## config.mk

```make
export PLATFORM = sky130hd
export DESIGN_NAME = gesture_spi_framer
export DESIGN_NICKNAME = d
export VERILOG_FILES = /design/src/rtl/gesture_spi_framer.sv
export SDC_FILE = /design/constraint.sdc
export NUM_CORES = 1
export LEC_CHECK = 0
export ABC_AREA = 1
export CORE_ASPECT_RATIO = 2
export CORE_MARGIN = 8
export CORE_UTILIZATION = 39
export CTS_CLUSTER_SIZE = 40
export DETAILED_ROUTE_END_ITERATION = 10
export PLACE_DENSITY = 0.67
export SYNTH_ARGS = -nofsm -noshare
export SYNTH_HDL_FRONTEND = slang
export SYNTH_SLANG_ARGS = --single-unit
```

## constraint.sdc

```tcl
create_clock -name clk_in -period 8.25 [get_ports clk_in]
set_input_delay 1.2375 -clock clk_in [delete_from_list [all_inputs] [get_ports clk_in]]
set_output_delay 1.2375 -clock clk_in [all_outputs]
set_load 0.02 [all_outputs]
```

## src/rtl/gesture_spi_framer.sv

```systemverilog
// gesture_spi_framer
//
// Frames one gesture result (id + x/y centroid) into a fixed 7-byte packet
// and feeds it byte by byte to the SPI byte transmitter:
//   byte 0 HEADER_BYTE, 1 gesture, 2 x[15:8], 3 x[7:0], 4 y[15:8], 5 y[7:0],
//   byte 6 checksum = sum of bytes 1..5 mod 256.
// Coordinates are zero-extended to 16 bits before being split into bytes.
//
// Handshakes:
//   Upstream: a result is taken on a clk_in edge where valid_in && ready_out.
//   ready_out is high only while idle, so there is no back-pressure beyond it;
//   valid_in seen while ready_out is low is counted as a drop.
//   Downstream: a byte is handed over by a one-cycle spi_trigger_out with
//   spi_data_out stable; the transmitter acknowledges by pulling spi_sel_in
//   low and signals completion by returning it high. A trigger is only ever
//   issued while spi_sel_in is high.
//
// Ports:
//   clk_in, rst_in        clock, synchronous active-high reset
//   valid_in, ready_out   upstream result handshake
//   gesture_in, x_in, y_in  result fields
//   spi_sel_in            transmitter select (1 = idle, 0 = shifting)
//   spi_data_out          byte presented to the transmitter
//   spi_trigger_out       one-cycle start pulse to the transmitter
//   busy_out              packet in progress
//   done_out              one-cycle pulse when the last byte completes
//   drop_count_out        saturating count of refused result cycles
module gesture_spi_framer #(
    parameter int unsigned COORD_WIDTH = 11,
    parameter logic [7:0]  HEADER_BYTE = 8'hA5,
    parameter int unsigned GAP_CYCLES  = 4
) (
    input  logic                   clk_in,
    input  logic                   rst_in,
    input  logic                   valid_in,
    output logic                   ready_out,
    input  logic [7:0]             gesture_in,
    input  logic [COORD_WIDTH-1:0] x_in,
    input  logic [COORD_WIDTH-1:0] y_in,
    input  logic                   spi_sel_in,
    output logic [7:0]             spi_data_out,
    output logic                   spi_trigger_out,
    output logic                   busy_out,
    output logic                   done_out,
    output logic [7:0]             drop_count_out
);

    // Gap counter loads GAP_CYCLES-1 and counts down to 0, so the GAP state
    // is occupied for exactly GAP_CYCLES cycles.
    localparam int GAP_W = (GAP_CYCLES > 1) ? $clog2(GAP_CYCLES) : 1;
    localparam logic [GAP_W-1:0] GAP_LOAD =
        GAP_W'((GAP_CYCLES > 0) ? (GAP_CYCLES - 1) : 0);
    localparam logic [2:0] LAST_IDX = 3'd6;

    typedef enum logic [2:0] {
        S_IDLE,
        S_SEND,
        S_WAIT_ACK,
        S_WAIT_DONE,
        S_GAP
    } state_t;

    state_t           state;
    logic [2:0]       byte_idx;
    logic [GAP_W-1:0] gap_cnt;
    logic [7:0]       gesture_q;
    logic [15:0]      x_q;
    logic [15:0]      y_q;
    logic [7:0]       csum_q;

    logic [15:0]      x_ext;
    logic [15:0]      y_ext;
    logic [7:0]       csum_next;
    logic [7:0]       cur_byte;

    assign x_ext = 16'(x_in);
    assign y_ext = 16'(y_in);

    // Checksum is formed from the live inputs at the capture edge so the
    // latched packet is complete the moment it is taken.
    assign csum_next = gesture_in + x_ext[15:8] + x_ext[7:0]
                     + y_ext[15:8] + y_ext[7:0];

    always_comb begin
        cur_byte = HEADER_BYTE;
        case (byte_idx)
            3'd0:    cur_byte = HEADER_BYTE;
            3'd1:    cur_byte = gesture_q;
            3'd2:    cur_byte = x_q[15:8];
            3'd3:    cur_byte = x_q[7:0];
            3'd4:    cur_byte = y_q[15:8];
            3'd5:    cur_byte = y_q[7:0];
            3'd6:    cur_byte = csum_q;
            default: cur_byte = HEADER_BYTE;
        endcase
    end

    always_ff @(posedge clk_in) begin
        if (rst_in) begin
            state           <= S_IDLE;
            ready_out       <= 1'b1;
            spi_trigger_out <= 1'b0;
            spi_data_out    <= 8'd0;
            busy_out        <= 1'b0;
            done_out        <= 1'b0;
            drop_count_out  <= 8'd0;
            byte_idx        <= 3'd0;
            gap_cnt         <= '0;
            gesture_q       <= 8'd0;
            x_q             <= 16'd0;
            y_q             <= 16'd0;
            csum_q          <= 8'd0;
        end else begin
            spi_trigger_out <= 1'b0;
            done_out        <= 1'b0;

            if (valid_in && !ready_out && (drop_count_out != 8'hFF)) begin
                drop_count_out <= drop_count_out + 8'd1;
            end

            case (state)
                S_IDLE: begin
                    if (valid_in && ready_out) begin
                        gesture_q <= gesture_in;
                        x_q       <= x_ext;
                        y_q       <= y_ext;
                        csum_q    <= csum_next;
                        byte_idx  <= 3'd0;
                        ready_out <= 1'b0;
                        busy_out  <= 1'b1;
                        state     <= S_SEND;
                    end
                end

                S_SEND: begin
                    if (spi_sel_in) begin
                        spi_data_out    <= cur_byte;
                        spi_trigger_out <= 1'b1;
                        state           <= S_WAIT_ACK;
                    end
                end

                // Select is still high in the cycle the trigger is visible;
                // only the falling select counts as the acknowledge.
                S_WAIT_ACK: begin
                    if (!spi_sel_in) begin
                        state <= S_WAIT_DONE;
                    end
                end

                S_WAIT_DONE: begin
                    if (spi_sel_in) begin
                        if (byte_idx == LAST_IDX) begin
                            state     <= S_IDLE;
                            done_out  <= 1'b1;
                            ready_out <= 1'b1;
                            busy_out  <= 1'b0;
                            byte_idx  <= 3'd0;
                        end else begin
                            byte_idx <= byte_idx + 3'd1;
                            if (GAP_CYCLES == 0) begin
                                state <= S_SEND;
                            end else begin
                                gap_cnt <= GAP_LOAD;
                                state   <= S_GAP;
                            end
                        end
                    end
                end

                S_GAP: begin
                    if (gap_cnt == '0) begin
                        state <= S_SEND;
                    end else begin
                        gap_cnt <= gap_cnt - 1'b1;
                    end
                end

                default: begin
                    state <= S_IDLE;
                end
            endcase
        end
    end

endmodule

```

Yosys cells after proc, flatten, opt, wreduce, memory -nomap -nowiden --
Index checks and enable logic that the tools add are counted.
Word-level totals: flip-flop bits (word level) 66, word-level logic and storage cells 84, output and inout port bits 20
Cells by class: add/subtract/negate cells 7, eq/ne operators 19, reductions and logical operators 16, multiplexer cells 26, bitwise logic cells 3
Operators by type and width (count):
- $pmux W8 S6 | 1
- $mux W3 | 9
- $add A8 B3 Y8 | 2
- $add A8 B8 Y8 | 2
- $ne A2 B2 Y1 const B | 8
- $pmux W3 S5 | 1
- $eq A3 B2 Y1 const B | 4
- $eq A3 B3 Y1 const B | 4
- $add A8 B1 Y8 const B | 1
- $mux W1 | 8
- $ne A8 B8 Y1 const B | 1
- $reduce_and A4 Y1 | 2
- $eq A3 B1 Y1 const B | 2
- $mux W2 | 3
- $pmux W3 S2 | 1
- $reduce_and A5 Y1 | 1
- $pmux W1 S2 | 2
- $pmux W2 S2 | 1
- $reduce_and A2 Y1 | 2
- $reduce_bool A2 Y1 | 2
- $add A3 B1 Y3 const B | 1
- $logic_and A1 B1 Y1 | 3
- $logic_not A3 Y1 | 1
- $not A1 Y1 | 3
- other kinds (6) | 6

Logic depth before layout (Yosys ltp) --
Gate-level depths: netlist of run 1.
depth after elaboration 4, mapped depth 17, gate-level depth less buffers 17

Worst setup path after synthesis of run 1 --
Ideal clock, no wire load.
kind input-to-reg, from input gesture_in[1], to register csum_q[5], buffers on the path 0, required time 8.135 ns, stages on the path 11, arrival time 3.902 ns, slack 4.232 ns, setup time 0.115 ns, cells stage by stage inv_1 > fa_1 > fa_1 > fa_1 > inv_1 > ha_1 > fa_1 > a31oi_1 > xnor2_1 > o21ai_0 > inv_1
On the way: longest elaborated chain between the ends 4
RTL lines:
- start: declaration | RTL line 37 | input logic [7:0] gesture_in,
- $add A8 B3 Y8 | RTL line 81 | assign csum_next = gesture_in + x_ext[15:8] + x_ext[7:0]
- $add A8 B8 Y8 | RTL line 81
- $add A8 B3 Y8 | RTL line 82 | + y_ext[15:8] + y_ext[7:0];
- $add A8 B8 Y8 | RTL line 82
- end signal: assignment | RTL line 127 | csum_q <= csum_next;
- end: declaration | RTL line 69 | logic [7:0] csum_q;
Every way passes these cells. A chain may end at the register's enable or synchronous reset.

Final worst setup path of run 1 --
from input gesture_in[1], to register csum_q[7]
Same word-level chain as after synthesis.

==> results.yml, run 1 <==
pwr:
  leakage_nw: 2.06
  share_clk_of_total_power_pct: 29.2
  p_sw_share_pct: 37.0
  intPower_mw: 0.793
  p_total_mw: 1.26
  powerDensity_mw_per_mm2: 276
  p_sw_mw: 0.465
  power_frac_comb_pct: 35.0
  seqPwrFrac_pct: 35.8
  vdd_drop_max_uv: 134
sta:
  slew_violations: 0
  rsz0062_at_grt: "no"
  fin_crit_sh_pct: 52.4
  finalHoldViolCount: 0
  relSlewSlack_pct: 21.1
  setup_viol: 0
  max_freq_mhz: 231
  clock_skew_ns: 0.00680
  worst_slack_ns: 3.92
  min_period_ns: 4.33
  worstMarginPinSlew_ns: 1.18
  tns_ns: 0
yosys:
  yosys.cell_types.count: 30
  yosysTopAreaCell: "dfxtp_1"
  ys_warn_count: 0
  synth_area_leaders: "dfxtp_1 (36%), nand2_1 (9.8%), inv_1 (8.5%), o21ai_0 (7.1%), fa_1 (6.5%)"
  seq_area_frac_synth_pct: 35.9
  syn_avg_cell_area_um2: 7.16
  synth.net_count: 579
  synth_top_area_share_pct: 35.9
  syn_area_mm2: 0.00368
  ys_ff_latch: 66
  synthCells: 514
final_layout:
  nNetsFinal: 628
  final_cell_mix: "nand2_1 (96), inv_1 (83), dfxtp_1 (66)"
  n_antenna_cell: 0
  layout.cells.most_common: "nand2_1"
  post-route-util_pct: 49.3
  stdcell_count: 672
  regArea_mm2: 0.00132
  drive_above_1_share_pct: 5.28
  area_growth_pct: 23.9
  multi_input_area_mm2: 0.00197
  fillCellCount: 943
clock_tree:
  cts.sinks: 66
  cts_tree: "yes"
  clk_path_buf_depth: 2
  cts_buffers: 9
  path_clk_slew_ns: 0.05
  cts_resized: 0
  ctsHtreeMaxLevel: 3
  worstSkewPairLatency_ns: 0.34
  ctsHoldBuffers: 0
  cts-root-buf: "clkbuf_16"
  post_cts_buffers: 0
floorplan:
  coreArea_mm2: 0.00926
  die-width_um: 84.7
  chipHeight_um: 153
  ios: 54
  die-area_mm2: 0.0130
  rows: 50
  start_util_pct: 39.8
worst_setup_path:
  endpoint_kind: "flop"
  cp_max_fo: 4
  critPathTopFamily: "adder cells"
  cp_slowest_cell: "fa_1"
  arrival_ns: 4.60
  worstPathCellList: "clkdlybuf4s50_1 > inv_1 > fa_1 > fa_1 > fa_1 > inv_1 > ha_1 > fa_1 > nor3b_1 > nor2_1 > nand3_1 > nand3_1 > nand2_1 > inv_1"
  path_class: "input port to flop"
  crit_buf_inv: 4
  r2r_start: "state[0]"
  startpoint_type: "input port"
  cpMostUsedCell: "fa_1"
  cp_data_required_time_ns: 8.53
  crit_start: "gesture_in[1]"
  critPathMaxStageDelay_ns: 0.57
place:
  hpwl_um: 7540
  routabilityCongestion: 0.860
  placed_cells_incl_taps: 656
  portBuffers: 53
  dp_worst_setup_slack_ns: 3.58
grt:
  grtUsageMet3_pct: 3.44
  grt_antenna_before_repair: 0
  met2_usage_pct: 29.4
  grt_use_total_pct: 15.5
  grtUsageMet1_pct: 14.4
  gr-total-overflow: 0
  busiest_layer: "met2"
  grt_max_degree: 45
  grt_first_pass_wirelength_um: 16000
  grt_pass1_vias: 3434
routing:
  detailroute.via_count: 3409
  wl_per_cell_um: 14.3
  detail_route.first_pass.iterations: 4
  first_iter_violations: 229
  vias_per_cell: 5.07
  drc: 0
  antenna_left: 0
  routed_wl_um: 9640
outcome:
  outcome: "complete, no violations"
job:
  drv_cap: 0
hold_path:
  hold_start: "x_q[8]"
  hp-class: "flop to flop"
-- tightest hold or removal path, cell delays in order, from the launching register on --
cell and delay (ns):
dfxtp_1 0.30, inv_1 0.06, a21oi_1 0.06
-- registers in the layout (all words and copies together), names as in the netlist --
register and count:
busy_out 1, byte_idx 3, csum_q 8, done_out 1, drop_count_out 8, gap_cnt 2
gesture_q 8, ready_out 1, spi_data_out 8, spi_trigger_out 1, state 3, x_q 11
y_q 11
-- layout make-up --
type,instances,area share (%)
clock buffer,12,5.84
clock inverter,4,0.549
inverter,86,7.08
multi-input combinational,347,43.1
sequential,66,29.0
tap,104,2.85
timing repair buffer,53,11.6
-- layer usage --
layer	routed length (um)	part of all wire (%)	vias up
met2	5240	54	68
met1	3620	37	1574
met5	0	0	-
li1	-	-	1747
met3	366	3.8	20
met4	421	4.4	0
-- through the flow --
stage	instance area [um2]	hold slack, ns
floorplan	3680	0.425
global placement	4270	0.435
detailed placement	4270	0.453
CTS	4560	0.461
global route	4560	0.472
finish	4560	0.461
-- kinds of logic (layout without fill, tap and decap cells) --
family / Yosys count / after routing / share of synthesized area, %
AND/OR/NAND/NOR: 203 / 203 / 24.1
AO/OA/AOI/OAI: 108 / 108 / 15.1
buffers and inverters: 101 / 155 / 10.7
adder cells (fa/ha/maj): 31 / 31 / 13.0
flip-flops: 66 / 66 / 35.9
XOR/XNOR: 5 / 5 / 1.19
-- synthesized netlist by cell type --
| cell type | n |
|---|---|
| a21boi_0 | 1 |
| nand2_1 | 96 |
| nand3b_1 | 1 |
| buf_6 | 1 |
| nor2_2 | 2 |
| buf_2 | 6 |
| nand4_2 | 1 |
| inv_1 | 83 |
| inv_2 | 3 |
| xnor2_1 | 2 |
| nor2_4 | 1 |
| o21ai_2 | 1 |
| nor2_1 | 53 |
| nand4_1 | 11 |
| fa_1 | 12 |
| ha_1 | 19 |
| dfxtp_1 | 66 |
| a21oi_1 | 47 |
| o21ai_0 | 52 |
| o22ai_1 | 4 |
| nand2_2 | 5 |
| nor3_4 | 1 |
| nor3_1 | 4 |
| a31oi_1 | 2 |
| nand3_1 | 25 |
| clkbuf_2 | 1 |
| clkbuf_1 | 7 |
| nor3b_1 | 3 |
| o211ai_1 | 1 |
| xor2_1 | 3 |
-- final timing paths --
kind	end	slack (ns)	cells past startpoint
max	csum_q[7]	3.92	14
min	x_q[8]	0.46	2
max reg2reg	gesture_q[0]	5.89	6
min reg2reg	x_q[8]	0.46	2
-- power by group through the flow --
stage	clock [mW]	combinational, mW	sequential (mW)
after floorplan	0	0.317	0.454
after global placement	0	0.429	0.455
after detailed placement	0	0.441	0.456
after CTS	0.370	0.443	0.451
after global routing	0.386	0.499	0.459
final	0.367	0.440	0.451
No activity file was read; power rests on OpenSTA's default activity.
==> run 2, diff against run 1 <==
- PLACE_DENSITY: 0.67 -> 0.69
- clock period: 8.25 -> 3.94 ns (I/O delays scaled with it)
==> run 2 against run 1 <==
Compared with the run above:
- clock power rose by 130%
- die area unchanged
- global-route usage grew 0.070 points
- final cell count up 1.0%
- worst hold slack lost 0.011 ns
- sequential share of layout area decreased by 0.48 points
- total power grew 120%
- routed wire length is 0.57% lower
- critical path depth down 1
- clock-buffer cell count up 1
- critical path type unchanged
==> results.yml, run 2 (synthesis gave the netlist of run 1 again) <==
outcome:
  outcome: "complete, no violations"
final_layout:
  fillCellCount: 925
  layout.cells.most_common: "nand2_1"
  final_cell_mix: "nand2_1 (96), inv_1 (83), dfxtp_1 (66)"
  final_area_mm2: 0.00464
  nNetsFinal: 635
  area_growth_pct: 26.0
  post-route-util_pct: 50.1
  reg_top3: "x_q: 11 flops, y_q: 11 flops"
  drive_above_1_share_pct: 6.26
  n_antenna_cell: 0
clock_tree:
  cts_resized: 0
  cts_tree: "yes"
  cts_buffers: 9
  cts-root-buf: "clkbuf_16"
  cts.sinks: 66
  path_clk_slew_ns: 0.06
  clk_path_buf_depth: 2
  post_cts_buffers: 0
  ctsHoldBuffers: 0
  ctsHtreeMaxLevel: 3
  worstSkewPairLatency_ns: 0.34
worst_setup_path:
  endpoint_kind: "flop"
  worstPathCellList: "clkdlybuf4s50_1 > inv_1 > fa_1 > inv_1 > fa_1 > inv_1 > fa_1 > inv_1 > fa_1 > a31oi_1 > xnor2_1 > o21ai_0 > inv_1"
  critPathTopFamily: "adder cells"
  cp_slowest_cell: "fa_1"
  cp_data_required_time_ns: 4.16
  path_class: "input port to flop"
  cp_max_fo: 4
  critPathMaxStageDelay_ns: 0.54
  arrival_ns: 3.85
  crit_buf_inv: 6
  cpMostUsedCell: "inv_1"
  startpoint_type: "input port"
pwr:
  leakage_nw: 2.11
  p_total_mw: 2.74
  powerDensity_mw_per_mm2: 590
  vdd_drop_max_uv: 346
routing:
  drc: 0
  first_iter_violations: 188
  antenna_left: 0
  routed_wl_um: 9590
  detailroute.via_count: 3457
  vias_per_cell: 5.09
  detail_route.first_pass.iterations: 5
  wl_per_cell_um: 14.1
hold_path:
  hp-class: "flop to flop"
sta:
  worstMarginPinSlew_ns: 0.557
  relSlewSlack_pct: 62.8
  min_period_ns: 3.62
  fin_crit_sh_pct: 92.0
  tns_ns: 0
  clock_skew_ns: 0.00670
  finalHoldViolCount: 0
  setup_viol: 0
  max_freq_mhz: 276
  slew_violations: 0
  rsz0062_at_grt: "no"
floorplan:
  die-area_mm2: 0.0130
  ios: 54
  die-width_um: 84.7
  coreArea_mm2: 0.00926
  start_util_pct: 39.8
  rows: 50
  chipHeight_um: 153
grt:
  grt_max_degree: 45
  grt_pass1_vias: 3479
  gr-total-overflow: 0
  grt_use_total_pct: 15.6
  grt_first_pass_wirelength_um: 16000
  grt_antenna_before_repair: 0
place:
  hpwl_um: 7410
  routabilityCongestion: 0.850
  placed_cell_area_mm2: 0.00432
  portBuffers: 53
job:
  drv_cap: 0
## run 2: metal layers
layer | vias up | GRT usage (%) | part of all wire, %
met5 | - | 0 | 0
met4 | 0 | 9.08 | 3.7
met3 | 17 | 4.24 | 3.8
met2 | 76 | 29.4 | 55
met1 | 1605 | 14.4 | 37
li1 | 1759 | - | -
## run 2: per-stage QoR
| stage | std cells | setup WS (ns) | hold slack, ns |
|---|---|---|---|
| CTS | 679 | 0.316 | 0.451 |
| finish | 679 | 0.317 | 0.450 |
| detailed placement | 663 | -0.0414 | 0.442 |
| global route | 679 | 0.0764 | 0.465 |
| floorplan | 514 | 0.569 | 0.425 |
| global placement | 663 | 0.0112 | 0.436 |
## run 2: path summary, 6_finish.rpt
check                              startpoint         endpoint  slack (ns)  cells past startpoint
worst max-delay path            gesture_in[2]        csum_q[5]        0.32                     13
worst min-delay path             gesture_q[0]     gesture_q[0]        0.45                      2
worst max register to register    byte_idx[1]  spi_data_out[0]        2.02                      8
worst min register to register   gesture_q[0]     gesture_q[0]        0.45                      2
## run 2: final cells by class
type                            count  area, um2  share of cell area, %
Multi-Input combinational cell    347       1970                   42.4
Sequential cell                    66       1320                   28.5
Timing Repair Buffer               60        583                   12.6
Inverter                           86        323                   6.96
Clock buffer                       13        270                   5.83
Tap cell                          104        130                   2.80
Clock inverter                      3       46.3                  0.998
## run 2: power breakdown
part / leakage (nW) / switching [mW] / internal (mW) / total, mW
combinational: 1.41 / 0.597 / 0.360 / 0.956
clock: 0.152 / 0.294 / 0.542 / 0.837
sequential: 0.542 / 0.0997 / 0.846 / 0.946
## run 2: worst register-to-register path, delay by kind of cell (launching register included)
family / cells / cell delay [ns]
AND/OR/NAND/NOR: 3 / 0.33
adder cells (fa/ha/maj): 1 / 0.35
flip-flops: 1 / 0.45
buffers and inverters: 3 / 0.23
AO/OA/AOI/OAI: 1 / 0.46
==> run 3, diff against run 2 <==
- MAX_ROUTING_LAYER: unset -> met4
==> run 3 against run 2 <==
Compared with the run above:
- via count shrank 0.17%
- sequential share of layout area unchanged
- sequential power barely moved
- clock skew down 0.00069 ns
- setup slack lost 0.00094 ns
- die area is the same
- utilization stayed put
- first-iteration DRC count down 1.1%
- final cell count unchanged
- critical endpoint unchanged
- register-to-register slack better by 0.03 ns
- critical path depth is the same
- total power about the same
==> results.yml, run 3 (synthesis gave the netlist of run 1 again) <==
outcome:
  outcome: "complete, no violations"
floorplan:
  start_util_pct: 39.8
  die-width_um: 84.7
  ios: 54
  coreArea_mm2: 0.00926
  chipHeight_um: 153
  rows: 50
  die-area_mm2: 0.0130
routing:
  vias_per_cell: 5.08
  routed_wl_um: 9560
  detailroute.via_count: 3451
  wl_per_cell_um: 14.1
  antenna_left: 0
  detail_route.first_pass.iterations: 4
  drc: 0
  first_iter_violations: 186
pwr:
  vdd_drop_max_uv: 347
  powerDensity_mw_per_mm2: 591
  p_total_mw: 2.74
  leakage_nw: 2.11
clock_tree:
  cts_buffers: 9
  clk_path_buf_depth: 2
  path_clk_slew_ns: 0.06
  ctsHoldBuffers: 0
  cts-root-buf: "clkbuf_16"
  cts.sinks: 66
  worstSkewPairLatency_ns: 0.34
  post_cts_buffers: 0
  ctsHtreeMaxLevel: 3
  cts_tree: "yes"
  cts_resized: 0
grt:
  grt_pass1_vias: 3480
  met2_usage_pct: 29.4
  grt_max_degree: 45
  grt_antenna_before_repair: 0
  grt_use_total_pct: 16.0
  grtUsageMet3_pct: 4.14
  grtUsageMet1_pct: 14.5
  gr-total-overflow: 0
  busiest_layer: "met2"
  grt_first_pass_wirelength_um: 16000
final_layout:
  area_growth_pct: 26.0
  layout.cells.most_common: "nand2_1"
  stdcell_count: 679
  n_antenna_cell: 0
  final_area_mm2: 0.00464
  final_cell_mix: "nand2_1 (96), inv_1 (83), dfxtp_1 (66)"
  drive_above_1_share_pct: 6.26
  nNetsFinal: 635
  reg_top3: "x_q: 11 flops, y_q: 11 flops"
worst_setup_path:
  r2r_start: "byte_idx[1]"
  ff2ff_path_depth: 8
  cpMostUsedCell: "inv_1"
  regToRegEndpoint: "spi_data_out[0]"
  arrival_ns: 3.85
  startpoint_type: "input port"
  crit_start: "gesture_in[2]"
  endpoint_kind: "flop"
  cp_data_required_time_ns: 4.16
  cp_slowest_cell: "fa_1"
  rrSetupSlack_ns: 2.05
  cp_max_fo: 4
  path_class: "input port to flop"
  critPathTopFamily: "adder cells"
  crit_buf_inv: 6
  critPathMaxStageDelay_ns: 0.54
  worstPathCellList: "clkdlybuf4s50_1 > inv_1 > fa_1 > inv_1 > fa_1 > inv_1 > fa_1 > inv_1 > fa_1 > a31oi_1 > xnor2_1 > o21ai_0 > inv_1"
place:
  portBuffers: 53
  placed_cell_area_mm2: 0.00432
  routabilityCongestion: 0.864
  placed_cells_incl_taps: 663
  hpwl_um: 7410
  dp_worst_setup_slack_ns: -0.0414
hold_path:
  holdPathEnd: "gesture_q[0]"
  hold_depth: 2
  hold_start: "gesture_q[0]"
  hp-class: "flop to flop"
sta:
  fin_crit_sh_pct: 92.0
  rsz0062_at_grt: "no"
  worstMarginPinSlew_ns: 0.561
  setup_viol: 0
  finalHoldViolCount: 0
  clock_skew_ns: 0.00601
  relSlewSlack_pct: 62.6
  worst_slack_ns: 0.316
  max_freq_mhz: 276
  slew_violations: 0
  min_period_ns: 3.62
job:
  drv_cap: 0
[run 3: worst max-delay path by stage]
stage                            to  depth (start not counted)
after floorplan           csum_q[5]                         11
after global placement    csum_q[5]                         13
after detailed placement  csum_q[5]                         13
after CTS                 csum_q[5]                         13
after global routing      csum_q[5]                         12
final                     csum_q[5]                         13
[run 3: final cells by class]
type	instances	area, um2
fillers	925	4620
clock inverters	3	46.3
clock buffers	13	270
well taps	104	130
multi-input cells	347	1970
repair buffers	60	583
inverters	86	323
flip-flops and latches	66	1320
[run 3: where the power goes]
part | internal [mW] | switching (mW)
clock | 0.543 | 0.294
combinational | 0.360 | 0.598
sequential | 0.846 | 0.0991
[run 3: metrics by stage]
stage                     TNS (ns)  utilization (%)  hold WS (ns)
after floorplan                  0                -         0.425
after global routing             0             50.1         0.465
after global placement           0             46.7         0.436
final                            0             50.1         0.450
after CTS                        0             50.1         0.451
after detailed placement   -0.0414             46.7         0.442
[run 3: layer usage]
layer  up-vias  share of wire, %
met3        20               3.5
met1      1599                37
met2        73                56
li1       1759                 -
met4         0               3.8
met5         -                 0
[run 3: tightest hold or removal path, delay by kind of cell (launching register included)]
| kind | cells | cell delay [ns] |
|---|---|---|
| buf+inv | 1 | 0.05 |
| compound gates | 1 | 0.05 |
| flops | 1 | 0.30 |
